### src/rtl/instr_mem.sv
// Instruction memory with a streaming program loader and a 1-cycle registered
// fetch port.
//
// Ports:
//   clk, reset        clock; synchronous active-low reset
//   load_start        pulse; (re)starts a program load at address 0
//   load_valid/_data  incoming program word
//   load_last         marks the final program word
//   load_ready        high while loading (a valid word is accepted)
//   pc                fetch address from the control unit
//   instr             registered instruction word (FILL past prog_len)
//   cpu_run           high once a completed program may execute
//   prog_len          word count of the last completed load (0..256)
module instr_mem #(
    parameter int            DEPTH = 256,
    parameter int            IW    = 9,
    parameter logic [IW-1:0] FILL  = 9'h000
) (
    input  logic          clk,
    input  logic          reset,
    input  logic          load_start,
    input  logic          load_valid,
    input  logic [IW-1:0] load_data,
    input  logic          load_last,
    output logic          load_ready,
    input  logic [7:0]    pc,
    output logic [IW-1:0] instr,
    output logic          cpu_run,
    output logic [8:0]    prog_len
);

    typedef enum logic [1:0] {
        IDLE = 2'd0,
        LOAD = 2'd1,
        RUN  = 2'd2
    } state_t;

    localparam logic [8:0] LAST_ADDR = 9'(DEPTH - 1);

    logic [IW-1:0] mem [0:DEPTH-1];

    state_t        state_q, state_d;
    logic [8:0]    wr_ptr_q, wr_ptr_d;
    logic [8:0]    prog_len_q, prog_len_d;
    logic          load_ready_q;
    logic          cpu_run_q;
    logic [IW-1:0] instr_q;
    logic          we;

    // A restart always wins over a word arriving in the same cycle.
    always_comb begin
        state_d    = state_q;
        wr_ptr_d   = wr_ptr_q;
        prog_len_d = prog_len_q;
        we         = 1'b0;
        if (load_start) begin
            state_d    = LOAD;
            wr_ptr_d   = 9'd0;
            prog_len_d = 9'd0;
        end else if (state_q == LOAD && load_valid) begin
            we       = 1'b1;
            wr_ptr_d = wr_ptr_q + 9'd1;
            // The top address closes the load even without load_last.
            if (load_last || wr_ptr_q == LAST_ADDR) begin
                prog_len_d = wr_ptr_q + 9'd1;
                state_d    = RUN;
            end
        end
    end

    always_ff @(posedge clk) begin
        if (!reset) begin
            state_q      <= IDLE;
            wr_ptr_q     <= 9'd0;
            prog_len_q   <= 9'd0;
            load_ready_q <= 1'b0;
            cpu_run_q    <= 1'b0;
            instr_q      <= FILL;
        end else begin
            state_q      <= state_d;
            wr_ptr_q     <= wr_ptr_d;
            prog_len_q   <= prog_len_d;
            load_ready_q <= (state_d == LOAD);
            // Rises one edge after RUN is entered; drops with a restart.
            cpu_run_q    <= (state_q == RUN) && (state_d == RUN);
            instr_q      <= ({1'b0, pc} < prog_len_q) ? mem[pc] : FILL;
        end
    end

    // Storage has no reset so it maps onto block RAM; contents survive reset.
    always_ff @(posedge clk) begin
        if (we && reset) begin
            mem[wr_ptr_q[7:0]] <= load_data;
        end
    end

    assign load_ready = load_ready_q;
    assign cpu_run    = cpu_run_q;
    assign instr      = instr_q;
    assign prog_len   = prog_len_q;

endmodule

### config.mk
export PLATFORM = sky130hd
export DESIGN_NAME = instr_mem
export DESIGN_NICKNAME = d
export VERILOG_FILES = /design/src/rtl/instr_mem.sv
export SDC_FILE = /design/constraint.sdc
export NUM_CORES = 2
export LEC_CHECK = 0
export CAP_MARGIN = 10
export CELL_PAD_IN_SITES_DETAIL_PLACEMENT = 1
export CELL_PAD_IN_SITES_GLOBAL_PLACEMENT = 1
export CORE_ASPECT_RATIO = 0.9
export CORE_MARGIN = 2
export CORE_UTILIZATION = 45
export DETAILED_ROUTE_END_ITERATION = 12
export PLACE_DENSITY = 0.7
export SLEW_MARGIN = 15
export SYNTH_ARGS = -nofsm -noshare
export SYNTH_HDL_FRONTEND = slang
export SYNTH_SLANG_ARGS = --single-unit
### constraint.sdc
create_clock -name clk -period 4.75 [get_ports clk]
set_clock_uncertainty 0.15 [all_clocks]
set_input_delay 1.425 -clock clk [delete_from_list [all_inputs] [get_ports clk]]
set_output_delay 1.425 -clock clk [all_outputs]
set_load 0.01 [all_outputs]
== After elaboration in Yosys (flattened, before gate mapping) ==
Memories as Yosys holds them, arrays and structs flattened. A register that Yosys moved wholly into a read port is not among the register bits.
Index checks and enable logic that the tools add are counted.

* Register bits: 22
* Memories kept: 1
* ROM bits: 0
* Logic and storage cells: 29
* RAM bits: 2304
* Bits in latches: 0

* Equal/unequal tests: 5
* Multiply operators: 0
* Muxes and demuxes: 7
* Divide/modulo/power cells: 0
* Bitwise logic cells: 1
* Shift-type cells: 0
* Magnitude comparators: 1
* Add/subtract/negate cells: 1
* Reductions and logical operators: 8

{| class="wikitable"
|+ Memories
! memory !! words !! width !! read ports !! clocked after Yosys merged registers in !! write ports !! line !! text
|-
| mem || 256 || 9 || 1 || 1 || 1 || 40 || <nowiki>logic [IW-1:0] mem [0:DEPTH-1];</nowiki>
|}

{| class="wikitable"
|+ Operator list
! kind !! count
|-
| $add 9x1->9 const B || 1
|-
| $eq 9x8->1 const B || 1
|-
| $lt 8x9->1 || 1
|-
| $mux 2 || 3
|-
| $eq 2x1->1 const B || 2
|-
| $eq 2x2->1 const B || 2
|-
| $mux 1 || 4
|-
| $reduce_and 2->1 || 2
|-
| $logic_and 1x1->1 || 3
|-
| $reduce_or 2->1 || 1
|-
| $logic_not 1->1 || 1
|-
| $logic_or 1x1->1 || 1
|-
| $not 1->1 || 1
|}

== Longest topological paths before layout ==
* Depth after elaboration: 7
* Gate-level depth with buffers: 11

== Worst setup path before layout ==
No wires, ideal clock.

* Kind: input-to-reg
* Start point: in load_valid
* End point: mem mem[160][0] (enable)
* Path slack: 1.052 ns
* Stages on the path: 8
* Data arrival time: 3.174 ns
* Cell sequence: nand2_1 > or2_1 > or2_1 > clkbuf_1 > nor3b_2 > nand2_1 > buf_2 > nor2_1

* Word-level cells in the longest chain between the ends: 6

{| class="wikitable"
|+ RTL lines
! item !! line !! text
|-
| from (decl) || 22 || <nowiki>input logic load_valid,</nowiki>
|-
| $logic_and 1x1->1 || 60 || <nowiki>end else if (state_q == LOAD && load_valid) begin</nowiki>
|-
| $mux 1 || 60 ||
|-
| $mux 1 || 56 || <nowiki>if (load_start) begin</nowiki>
|-
| $logic_and 1x1->1 || 92 || <nowiki>if (we && reset) begin</nowiki>
|-
| $mux 1 || 92 ||
|-
| $mux 1 (not written as such) || 93 || <nowiki>mem[wr_ptr_q[7:0]] <= load_data;</nowiki>
|-
| to (decl) || 40 ||
|}

No other way between the ends.

== Worst setup path in the final report ==
* Start point: in pc[0]
* End point: reg instr_q[2] (netlist: instr[2]) (read register of mem)

* Word-level cells in the longest chain between the ends: 3

{| class="wikitable"
|+ RTL lines
! item !! line !! text
|-
| from (decl) || 26 || <nowiki>input logic [7:0] pc,</nowiki>
|-
| $lt 8x9->1 || 86 || <nowiki>instr_q <= ({1'b0, pc} < prog_len_q) ? mem[pc] : FILL;</nowiki>
|-
| $reduce_and 2->1 (no source line) || - ||
|-
| $logic_not 1->1 (no source line) || - ||
|-
| to (decl) || 47 || <nowiki>logic [IW-1:0] instr_q;</nowiki>
|}

Parallel ways exist; a longest one is shown, timed or not.
A chain may end at the register's enable or synchronous reset.

==> metrics.txt <==
pin count of the biggest net entering global routing between 100 and 150; detailed placement HPWL 162 mm; fin crit share 84.7%; max_slew headroom 25.3%; outcome complete, no violations; core area 0.199 mm^2; flop-to-flop setup slack about 1.6 ns; Hold Vio Cnt, Final 0; Slew @ Worst Pin 1.12 ns; first-pass GRT wire length 365 mm; drt drc 0; Pint around 33 mW; Max Freq around 250 MHz; Pwr Total 42.1 mW; Clock transition at path regs 0.07 ns; CTS tree done; Die ar. 0.204 mm^2; routability cong. 0.891; fillers 17500; Num Clock Sinks 2335; H-Tree Depth 4; # rows 155; Worst EP arrival between 4 and 5 ns; register share of total power between 50 and 60%; die height around 430 um; Initial Utilization 45.4%; setup bufs post-CTS 0; max-cap violation count 0; initial antenna violation count 5; max-slew violations 0; Critical Path Slowest Stage Cell a211oi_1; RSZ-0062 raised after global routing false; post-synth top area cell edfxtp_1; CTS resizes 0; Antenna Cells 0; Worst path most repeated cell buf_12; Synth warnings 0; setup violators final 0; vias in the first global route 48200; pwr/cell area 405 mW/mm^2; Most used DFF post-synth edfxtp_1; post-synth net total 4356; total grt overflow 0; Net Sw Power 9.18 mW; antenna-violating nets left 0; worst hold slack 0.304 ns; Setup crit end kind flop; post-synthesis cell count 4322; Clk network pwr share 41.4%; CTS max path bufs 3; WL final 254 mm; final instance area 0.104 mm^2; latest clock arrival within the worst-skew pair slightly below 0.9 ns; sequential fraction of the synthesis area 77.4%; Final Util 52.3%; nets 4850; drt wl/cell 33.1 um; max incr delay on CP 0.78 ns; share of flip-flops with an asynchronous set or reset 0%; post-placement worst setup slack -0.0302 ns; EDFF count, synth about 2300; crit path cell chain buf_8, buf_12, buf_12, nor2b_2, buf_4, a221oi_1, o21ai_0, a211oi_1, nand3_1, nand4_1; Synth Area per Inst 20.9 um^2; setup ws final 0.726 ns; hold_buf cts 0; CTS Root Buffer Type clkbuf_16; CP Class in -> reg; LEAKAGE 33.2 nW; startpoint types input pin; synth top area cells edfxtp_1, mux4_2, mux2i_1; Port Buffers 41; Peak VDD IR between 400 and 500 uV; layout cell share with drive strength beyond 1 around a quarter; total number of vias approximately 47000; CP max FO 24; cts bufs inserted between 200 and 250; required time of the critical path 5.41 ns; Yosys cell types 66; crit path time final 4.02 ns; drt pass-1 iters 6; all-layer global routing usage 25.0%; drt via density 6.10; post-synthesis register bit count 2335; Yosys top cell area share around three quarters; switching share of power 21.8%; DR iter-0 viols between 5000 and 6000; I/O Pins 42; die width 476 um; P&R area growth vs syn 15.2%; Area after DPL 0.0968 mm^2; Hold Crit Class reg -> reg; synthesized cell area between 0.09 and 0.1 mm^2; Comb pwr share 4.8%
[stage by stage]
stage / TNS [ns] / cells
2_1_floorplan: 0 / 4322
3_3_place_gp: 0 / 7260
3_5_place_dp: -0.0302 / 7260
4_1_cts: 0 / 7677
5_1_grt: 0 / 7677
6_report: 0 / 7677
[cells in the final DEF, fill, tap and decap left out, drive strengths merged, types with 36 or more instances in the layout]
cell and count:
nand3 46, nor2 285, buf 500, mux4 470
a22oi 36, a211oi 88, o22ai 84, edfxtp 2304
o21ai 40, mux2i 234, a21oi 49, nand2 135
clkbuf 291, clkinv 97
[synthesized netlist by cell type (3+ instances only)]
cell type / count
edfxtp_1: 2304
mux4_2: 470
nor2_1: 283
mux2i_1: 234
nand2_1: 135
clkbuf_1: 98
a211oi_1: 87
o22ai_1: 84
buf_2: 71
a21oi_1: 46
nand3_1: 45
buf_4: 39
buf_6: 38
o21ai_0: 38
a22oi_1: 36
o221ai_1: 34
a221oi_1: 32
dfxtp_1: 31
o22a_1: 26
and3_1: 17
a32o_1: 16
inv_1: 14
ha_1: 12
and2_1: 11
nand4_1: 11
nor2b_1: 10
buf_1: 9
a2111oi_0: 8
mux2_2: 8
o211ai_1: 8
xnor2_1: 6
nand2b_1: 4
o21a_1: 4
or3_1: 4
a21oi_2: 3
nor3_1: 3
xor2_1: 3
[power groups by stage]
| stage | clock network (mW) | registers (mW) | logic [mW] |
|---|---|---|---|
| 2_1_floorplan | 0 | 23.1 | 0.984 |
| 3_3_place_gp | 0 | 23.1 | 1.95 |
| 3_5_place_dp | 0 | 23.1 | 2.00 |
| 4_1_cts | 17.7 | 22.7 | 2.01 |
| 5_1_grt | 18.4 | 22.6 | 2.09 |
| 6_report | 17.5 | 22.7 | 2.01 |
[cell families after synthesis]
logic type | Yosys count | share of synthesized area [%]
simple gates | 543 | 2.61
xor+xnor | 9 | 0.0874
flops | 2335 | 77.4
buf+inv | 276 | 1.79
mux | 712 | 14.4
compound gates | 435 | 3.51
fa+ha+maj | 12 | 0.166
[critical path, delay by kind of cell]
family | cells | cell delay [ns]
and+or+nand+nor | 3 | 0.70
buffers and inverters | 4 | 0.89
AOI/OAI and AO/OA | 3 | 1.56
[area by class of cell]
cell class,instances,area [um^2],share of cell area (%)
clock buffers,290,5850,5.63
flip-flops and latches,2335,69800,67.2
inverters,16,62.6,0.0602
clock inverters,127,1250,1.20
repair buffers,529,4730,4.56
multi-input cells,1711,18800,18.1
well taps,2669,3340,3.21
[path summary, 6_finish.rpt]
kind	startpoint	end	cells past startpoint
worst min-delay path	state_q[0]	cpu_run	1
worst min register to register	state_q[0]	cpu_run	1
worst max-delay path	pc[0]	instr[2]	10
worst max register to register	wr_ptr_q[2]	mem[116][8]	5
[metal layers]
metal	part of all wire, %	global-route usage, %	vias to the layer above	routed length (um)
li1	-	-	19000	-
met1	40	35.1	25200	101000
met2	48	39.6	2239	123000
met3	8.3	4.58	390	21200
met4	3.7	8.74	4	9310
met5	0.0094	0	-	24
[registers in the layout, indices dropped and copies added, names as in the netlist]
| name | cells |
|---|---|
| prog_len | 9 |
| load_ready | 1 |
| cpu_run | 1 |
| instr | 9 |
| state_q | 2 |
| wr_ptr_q | 9 |
| mem | 2304 |
No activity file was read; power rests on OpenSTA's default activity.
